**src/rtl/frog_move_controller_if.sv**
```systemverilog
// Handshake and position bundle between the frog move controller
// and the key front end / sprite plotter.
interface frog_move_controller_if #(
  parameter int WIDTH_X = 9,
  parameter int WIDTH_Y = 9
);
  logic               key_up;
  logic               key_down;
  logic               key_left;
  logic               key_right;
  logic               plot_done;
  logic               go;
  logic               erase;
  logic [WIDTH_X-1:0] frog_x;
  logic [WIDTH_Y-1:0] frog_y;
  logic               busy;
  logic               goal;

  modport master (
    input  key_up,
    input  key_down,
    input  key_left,
    input  key_right,
    input  plot_done,
    output go,
    output erase,
    output frog_x,
    output frog_y,
    output busy,
    output goal
  );

  modport slave (
    output key_up,
    output key_down,
    output key_left,
    output key_right,
    output plot_done,
    input  go,
    input  erase,
    input  frog_x,
    input  frog_y,
    input  busy,
    input  goal
  );
endinterface

```
**src/rtl/frog_move_controller.sv**
```systemverilog
// Frog move sequencer: key edges become an erase pass at the old
// origin followed by a draw pass at the new one.
module frog_move_controller #(
  parameter int unsigned WIDTH_X  = 9,
  parameter int unsigned WIDTH_Y  = 9,
  parameter int unsigned START_X  = 76,
  parameter int unsigned START_Y  = 112,
  parameter int unsigned STEP_X   = 8,
  parameter int unsigned STEP_Y   = 8,
  parameter int unsigned X_MAX    = 152,
  parameter int unsigned Y_MAX    = 112,
  parameter int unsigned COOLDOWN = 4
) (
  input  logic                   clk,
  input  logic                   reset,
  frog_move_controller_if.master bus
);

  localparam int CW = (COOLDOWN > 1) ? $clog2(COOLDOWN) : 1;

  localparam logic [WIDTH_X:0] SX = (WIDTH_X+1)'(STEP_X);
  localparam logic [WIDTH_X:0] XM = (WIDTH_X+1)'(X_MAX);
  localparam logic [WIDTH_Y:0] SY = (WIDTH_Y+1)'(STEP_Y);
  localparam logic [WIDTH_Y:0] YM = (WIDTH_Y+1)'(Y_MAX);

  localparam logic [WIDTH_X-1:0] X0 = WIDTH_X'(START_X);
  localparam logic [WIDTH_Y-1:0] Y0 = WIDTH_Y'(START_Y);
  localparam logic [CW-1:0]      CD = CW'(COOLDOWN - 1);

  typedef enum logic [2:0] {
    S_IDLE,
    S_ERASE_REQ,
    S_ERASE_WAIT,
    S_UPDATE,
    S_DRAW_REQ,
    S_DRAW_WAIT,
    S_COOLDOWN
  } state_t;

  state_t             state;
  logic               go;
  logic               erase;
  logic               goal;
  logic [WIDTH_X-1:0] frog_x;
  logic [WIDTH_Y-1:0] frog_y;
  logic [WIDTH_X-1:0] tgt_x;
  logic [WIDTH_Y-1:0] tgt_y;
  logic [CW-1:0]      cnt;

  logic [3:0]         keys;
  logic [3:0]         key_q;
  logic [3:0]         edge_r;
  logic [3:0]         sel;
  logic               mv_ok;
  logic [WIDTH_X-1:0] nx;
  logic [WIDTH_Y-1:0] ny;

  assign keys = {bus.key_right, bus.key_left,
                 bus.key_down, bus.key_up};

  // Edges are only captured while idle so presses
  // during a pass are dropped rather than queued.
  always_ff @(posedge clk or negedge reset) begin
    if (!reset) begin
      key_q  <= '0;
      edge_r <= '0;
    end else begin
      key_q  <= keys;
      edge_r <= (state == S_IDLE) ? (keys & ~key_q) : '0;
    end
  end

  assign sel[0] = edge_r[0];
  assign sel[1] = edge_r[1] & ~edge_r[0];
  assign sel[2] = edge_r[2] & ~|edge_r[1:0];
  assign sel[3] = edge_r[3] & ~|edge_r[2:0];

  // Bounds are checked one bit wider so the step never wraps.
  always_comb begin
    mv_ok = 1'b0;
    nx    = frog_x;
    ny    = frog_y;
    unique case (1'b1)
      sel[0]: begin
        mv_ok = ({1'b0, frog_y} >= SY);
        ny    = frog_y - SY[WIDTH_Y-1:0];
      end
      sel[1]: begin
        mv_ok = ({1'b0, frog_y} + SY <= YM);
        ny    = frog_y + SY[WIDTH_Y-1:0];
      end
      sel[2]: begin
        mv_ok = ({1'b0, frog_x} >= SX);
        nx    = frog_x - SX[WIDTH_X-1:0];
      end
      sel[3]: begin
        mv_ok = ({1'b0, frog_x} + SX <= XM);
        nx    = frog_x + SX[WIDTH_X-1:0];
      end
      default: ;
    endcase
  end

  // Out of reset the REQ state is entered with go low,
  // so it raises go itself and leaves on the next cycle.
  always_ff @(posedge clk or negedge reset) begin
    if (!reset) begin
      state  <= S_DRAW_REQ;
      go     <= 1'b0;
      erase  <= 1'b0;
      goal   <= 1'b0;
      frog_x <= X0;
      frog_y <= Y0;
      tgt_x  <= X0;
      tgt_y  <= Y0;
      cnt    <= '0;
    end else begin
      unique case (state)
        S_IDLE: begin
          if (mv_ok) begin
            tgt_x <= nx;
            tgt_y <= ny;
            go    <= 1'b1;
            erase <= 1'b1;
            state <= S_ERASE_REQ;
          end
        end
        S_ERASE_REQ: begin
          if (go) begin
            go    <= 1'b0;
            state <= S_ERASE_WAIT;
          end else begin
            go    <= 1'b1;
          end
        end
        S_ERASE_WAIT: begin
          if (bus.plot_done) begin
            erase <= 1'b0;
            goal  <= (tgt_y == '0);
            state <= S_UPDATE;
          end
        end
        S_UPDATE: begin
          frog_x <= tgt_x;
          frog_y <= tgt_y;
          goal   <= 1'b0;
          go     <= 1'b1;
          state  <= S_DRAW_REQ;
        end
        S_DRAW_REQ: begin
          erase <= 1'b0;
          if (go) begin
            go    <= 1'b0;
            state <= S_DRAW_WAIT;
          end else begin
            go    <= 1'b1;
          end
        end
        S_DRAW_WAIT: begin
          if (bus.plot_done) begin
            cnt   <= CD;
            state <= S_COOLDOWN;
          end
        end
        S_COOLDOWN: begin
          if (cnt == '0) begin
            state <= S_IDLE;
          end else begin
            cnt   <= cnt - 1'b1;
          end
        end
        default: begin
          go    <= 1'b0;
          erase <= 1'b0;
          goal  <= 1'b0;
          state <= S_DRAW_REQ;
        end
      endcase
    end
  end

  assign bus.go     = go;
  assign bus.erase  = erase;
  assign bus.goal   = goal;
  assign bus.frog_x = frog_x;
  assign bus.frog_y = frog_y;
  assign bus.busy   = (state != S_IDLE);

endmodule

```
**src/flat_wrapper.sv**
```systemverilog
// flat-port wrapper written by rule: the top's interface ports become plain ports
module frog_move_controller_flat 
#(
  parameter int unsigned WIDTH_X  = 9,
  parameter int unsigned WIDTH_Y  = 9,
  parameter int unsigned START_X  = 76,
  parameter int unsigned START_Y  = 112,
  parameter int unsigned STEP_X   = 8,
  parameter int unsigned STEP_Y   = 8,
  parameter int unsigned X_MAX    = 152,
  parameter int unsigned Y_MAX    = 112,
  parameter int unsigned COOLDOWN = 4
)
  (clk, reset, bus_key_up, bus_key_down, bus_key_left, bus_key_right, bus_plot_done, bus_go, bus_erase, bus_frog_x, bus_frog_y, bus_busy, bus_goal);
  frog_move_controller_if #(.WIDTH_X(WIDTH_X), .WIDTH_Y(WIDTH_Y)) bus_i ();
  input  logic clk;
  input  logic reset;
  input wire logic [$bits(bus_i.key_up)-1:0] bus_key_up;
  input wire logic [$bits(bus_i.key_down)-1:0] bus_key_down;
  input wire logic [$bits(bus_i.key_left)-1:0] bus_key_left;
  input wire logic [$bits(bus_i.key_right)-1:0] bus_key_right;
  input wire logic [$bits(bus_i.plot_done)-1:0] bus_plot_done;
  output wire logic [$bits(bus_i.go)-1:0] bus_go;
  output wire logic [$bits(bus_i.erase)-1:0] bus_erase;
  output wire logic [$bits(bus_i.frog_x)-1:0] bus_frog_x;
  output wire logic [$bits(bus_i.frog_y)-1:0] bus_frog_y;
  output wire logic [$bits(bus_i.busy)-1:0] bus_busy;
  output wire logic [$bits(bus_i.goal)-1:0] bus_goal;
  assign bus_i.key_up = bus_key_up;
  assign bus_i.key_down = bus_key_down;
  assign bus_i.key_left = bus_key_left;
  assign bus_i.key_right = bus_key_right;
  assign bus_i.plot_done = bus_plot_done;
  assign bus_go = bus_i.go;
  assign bus_erase = bus_i.erase;
  assign bus_frog_x = bus_i.frog_x;
  assign bus_frog_y = bus_i.frog_y;
  assign bus_busy = bus_i.busy;
  assign bus_goal = bus_i.goal;
  frog_move_controller #(.WIDTH_X(WIDTH_X), .WIDTH_Y(WIDTH_Y), .START_X(START_X), .START_Y(START_Y), .STEP_X(STEP_X), .STEP_Y(STEP_Y), .X_MAX(X_MAX), .Y_MAX(Y_MAX), .COOLDOWN(COOLDOWN)) u_core (.clk(clk), .reset(reset), .bus(bus_i));
endmodule
```
**config.mk**
```make
export PLATFORM = sky130hd
export DESIGN_NAME = frog_move_controller_flat
export DESIGN_NICKNAME = d
export VERILOG_FILES = /design/src/rtl/frog_move_controller_if.sv /design/src/rtl/frog_move_controller.sv /design/src/flat_wrapper.sv
export SDC_FILE = /design/constraint.sdc
export NUM_CORES = 1
export LEC_CHECK = 0
export BUFFER_PORTS_ARGS = -buffer_cell sky130_fd_sc_hd__buf_2
export CAP_MARGIN = 40
export CELL_PAD_IN_SITES_DETAIL_PLACEMENT = 1
export CELL_PAD_IN_SITES_GLOBAL_PLACEMENT = 1
export CORE_ASPECT_RATIO = 1.2
export CORE_MARGIN = 10
export CORE_UTILIZATION = 51
export CTS_CLUSTER_DIAMETER = 30
export DETAILED_ROUTE_END_ITERATION = 6
export GPL_TIMING_DRIVEN = 0
export PLACE_DENSITY_LB_ADDON = 0.1
export RECOVER_POWER = 25
export SETUP_SLACK_MARGIN = 0.3
export SYNTH_ARGS = -nofsm -noshare
export SYNTH_HDL_FRONTEND = slang
export SYNTH_SLANG_ARGS = --single-unit
```
**constraint.sdc**
```tcl
create_clock -name clk -period 3.9 [get_ports clk]
set_clock_uncertainty 0.15 [all_clocks]
set_input_delay 0.78 -clock clk [delete_from_list [all_inputs] [get_ports clk]]
set_output_delay 0.78 -clock clk [all_outputs]
set_load 0.01 [all_outputs]
```
==> flow_summary.json <==
{
  "status": "finished, final reports clean",
  "via_count": 2008,
  "yosys-top-cells-area": "dfrtp_1 (34%), dfstp_2 (12%), mux2_2 (9.5%)",
  "synth_ff_type": "dfrtp_1",
  "p_leak_uw": 0.00147,
  "placementRows": 29,
  "core_area_um2": 5330,
  "insertedDiodeCount": 0,
  "synth_warnings": 0,
  "tritoncts": "yes",
  "dp_hpwl_mm": 4.55,
  "insertion_delay_ns": 0.30,
  "peakVddDrop_uv": 311,
  "h-tree-depth": 2,
  "pre_cts_ws_ns": 0.860,
  "syn_area_um2": 2840,
  "io_pins": 29,
  "fin_crit_sh_pct": 78.2,
  "grt_pass1_wl_mm": 10.6,
  "ant_nets": 0,
  "synth_edf_count": 0,
  "postCtsHoldBufs": 0,
  "die_x_um": 88.2,
  "slew_headroom_pct": 5.45,
  "setup.worst_path.class": "flop to flop",
  "antenna_found_initial": 0,
  "syn_area_per_cell_um2": 11.4,
  "cts_sinks": 52,
  "fillers": 596,
  "ctsRootBufferMaster": "clkbuf_8",
  "synth_common_cells": "dfrtp_1 (39), mux2_2 (24), dfstp_2 (13)",
  "avgRoutedWirePerCell_um": 17.9,
  "synthesis.nets": 263,
  "power_density_nw_per_um2": 669,
  "drt_iter0_drc": 87,
  "worstPathArrival_ns": 3.09,
  "cp_max_fo": 10,
  "cts_buffer_depth": 2,
  "die_area_um2": 8980,
  "viasPerCell": 5.75,
  "final.setup.tns_ns": 0,
  "grt_max_degree": 28,
  "max_cap_violations": 0,
  "grt_pass1_vias": 2110,
  "die_h_um": 102,
  "crit_path_start_kind": "flop",
  "ys_ff_latch": 52,
  "initial_core_util_pct": 53.3,
  "hold_viol_final": 0,
  "max_freq_ghz": 0.328,
  "final_max_slew_viol_count": 0,
  "final-setup-viol-count": 0,
  "worstPathRequired_ns": 3.94,
  "yosysUniqueCellTypes": 55,
  "gp_congestion": 0.842,
  "cts_resized": 0,
  "worst_pin_slew_ns": 1.42,
  "rsz0062_at_grt": "false",
  "drive_above_1_share_pct": 34.5,
  "synth_cells": 249,
  "path_clk_slew_ns": 0.10,
  "worst_slack_ns": 0.851,
  "remaining_drc_errors": 0,
  "yosys.area.top_type": "dfrtp_1",
  "postCtsSetupBuffers": 0,
  "synth_top_area_share_pct": 34.3,
  "fin_nets": 300,
  "r2r_cells": 9,
  "finalPower_uw": 2130,
  "numPortBuffers": 28,
  "ys_async_sr_fraction_pct": 100,
  "grt_usage_pct": 14.5,
  "seq_area_frac_synth_pct": 46.3,
  "finalCriticalPeriod_ns": 3.05,
  "hold_depth": 1,
  "drt_pass1_iterations": 4,
  "holdWs_ns": 0.261,
  "hp-class": "flop to flop",
  "post-synth-top-count-cell": "dfrtp_1",
  "overflow": 0,
  "crit_path_end_kind": "flop",
  "utilization_pct": 59.7,
  "cts_buffers": 5,
  "routed_wl_mm": 6.24,
  "area_delta_synth_final_pct": 11.9
}
worst paths after layout:
check                                                 start                                to  slack [ns]
min in group asynchronous                             reset  u_core.bus.frog_x[8]$_DFFE_PN0P_        0.63
min                               u_core.key_q[0]$_DFF_PN0_        u_core.edge_r[0]$_DFF_PN0_        0.26
max                        u_core.bus.frog_y[3]$_DFFE_PN0P_       u_core.tgt_y[2]$_DFFE_PN0P_        0.85
min reg2reg                       u_core.key_q[0]$_DFF_PN0_        u_core.edge_r[0]$_DFF_PN0_        0.26
max reg2reg                u_core.bus.frog_y[3]$_DFFE_PN0P_       u_core.tgt_y[2]$_DFFE_PN0P_        0.85
max in group asynchronous                             reset  u_core.bus.frog_y[8]$_DFFE_PN0P_        1.09
stage by stage:
step,area (µm²),instances
after floorplan,2840,249
after global placement,3060,339
after detailed placement,3090,341
after CTS,3200,349
after global routing,3180,349
final,3180,349
per-layer routing:
layer	vias to the layer above	track usage, %	wire length, µm
li1	973	-	-
met1	1007	18.9	2790
met2	26	23.3	3170
met3	2	3.05	231
met4	0	4.35	45
met5	-	0	0
worst max-delay path: stages, from the launching register on:
cell,delay [ns]
dfrtp_1,0.50
inv_1,0.12
ha_1,0.17
or4b_1,0.44
a211oi_1,0.29
o22ai_1,0.17
a311oi_4,0.44
nor2_4,0.15
buf_6,0.20
mux2_4,0.31
report_power, final:
group	total [µW]	internal [µW]	switching [µW]
clock network	377	194	184
registers	857	710	147
logic	895	426	469
placed cells by master (no fill, tap or decap), drive strengths merged, types with 3 or more instances in the layout:
cell	n
nand2b	9
nor3	6
buf	38
dfstp	13
or3b	3
inv	11
nor3b	5
clkbuf	16
xnor2	10
a21oi	8
nor4	3
o21ai	12
and3	3
nand2	12
a31oi	6
nand3	4
nor4b	3
mux2	37
nor2	6
ha	7
dfrtp	39
state kept, by name, indices dropped and copies added, names as in the netlist, named ones only:
name / count
u_core.tgt_y: 9
u_core.state: 2
u_core.bus.erase: 1
u_core.bus.goal: 1
u_core.bus.go: 1
u_core.bus.frog_y: 9
u_core.bus.frog_x: 9
u_core.edge_r: 4
u_core.cnt: 2
u_core.tgt_x: 9
u_core.key_q: 4
final cells by class:
type                            instances  area (µm²)  share of cell area (%)
Buffer                                 19         113                    3.54
Clock buffer                            5        68.8                    2.16
Clock inverter                          3        46.3                    1.45
Inverter                               10        37.5                    1.18
Multi-Input combinational cell        168        1380                    43.2
Sequential cell                        52        1320                    41.4
Tap cell                               62        77.6                    2.44
Timing Repair Buffer                   30         146                    4.60
cell families (layout without fill, tap and decap cells):
family,Yosys count,after routing,synth area share (%)
xor+xnor,11,11,3.39
simple gates,64,64,13.4
fa+ha+maj,7,7,3.08
buf+inv,29,67,5.28
compound gates,48,48,12.2
mux,38,38,16.3
flops,52,52,46.3
Note: power is estimated with default switching activity, not from simulation.
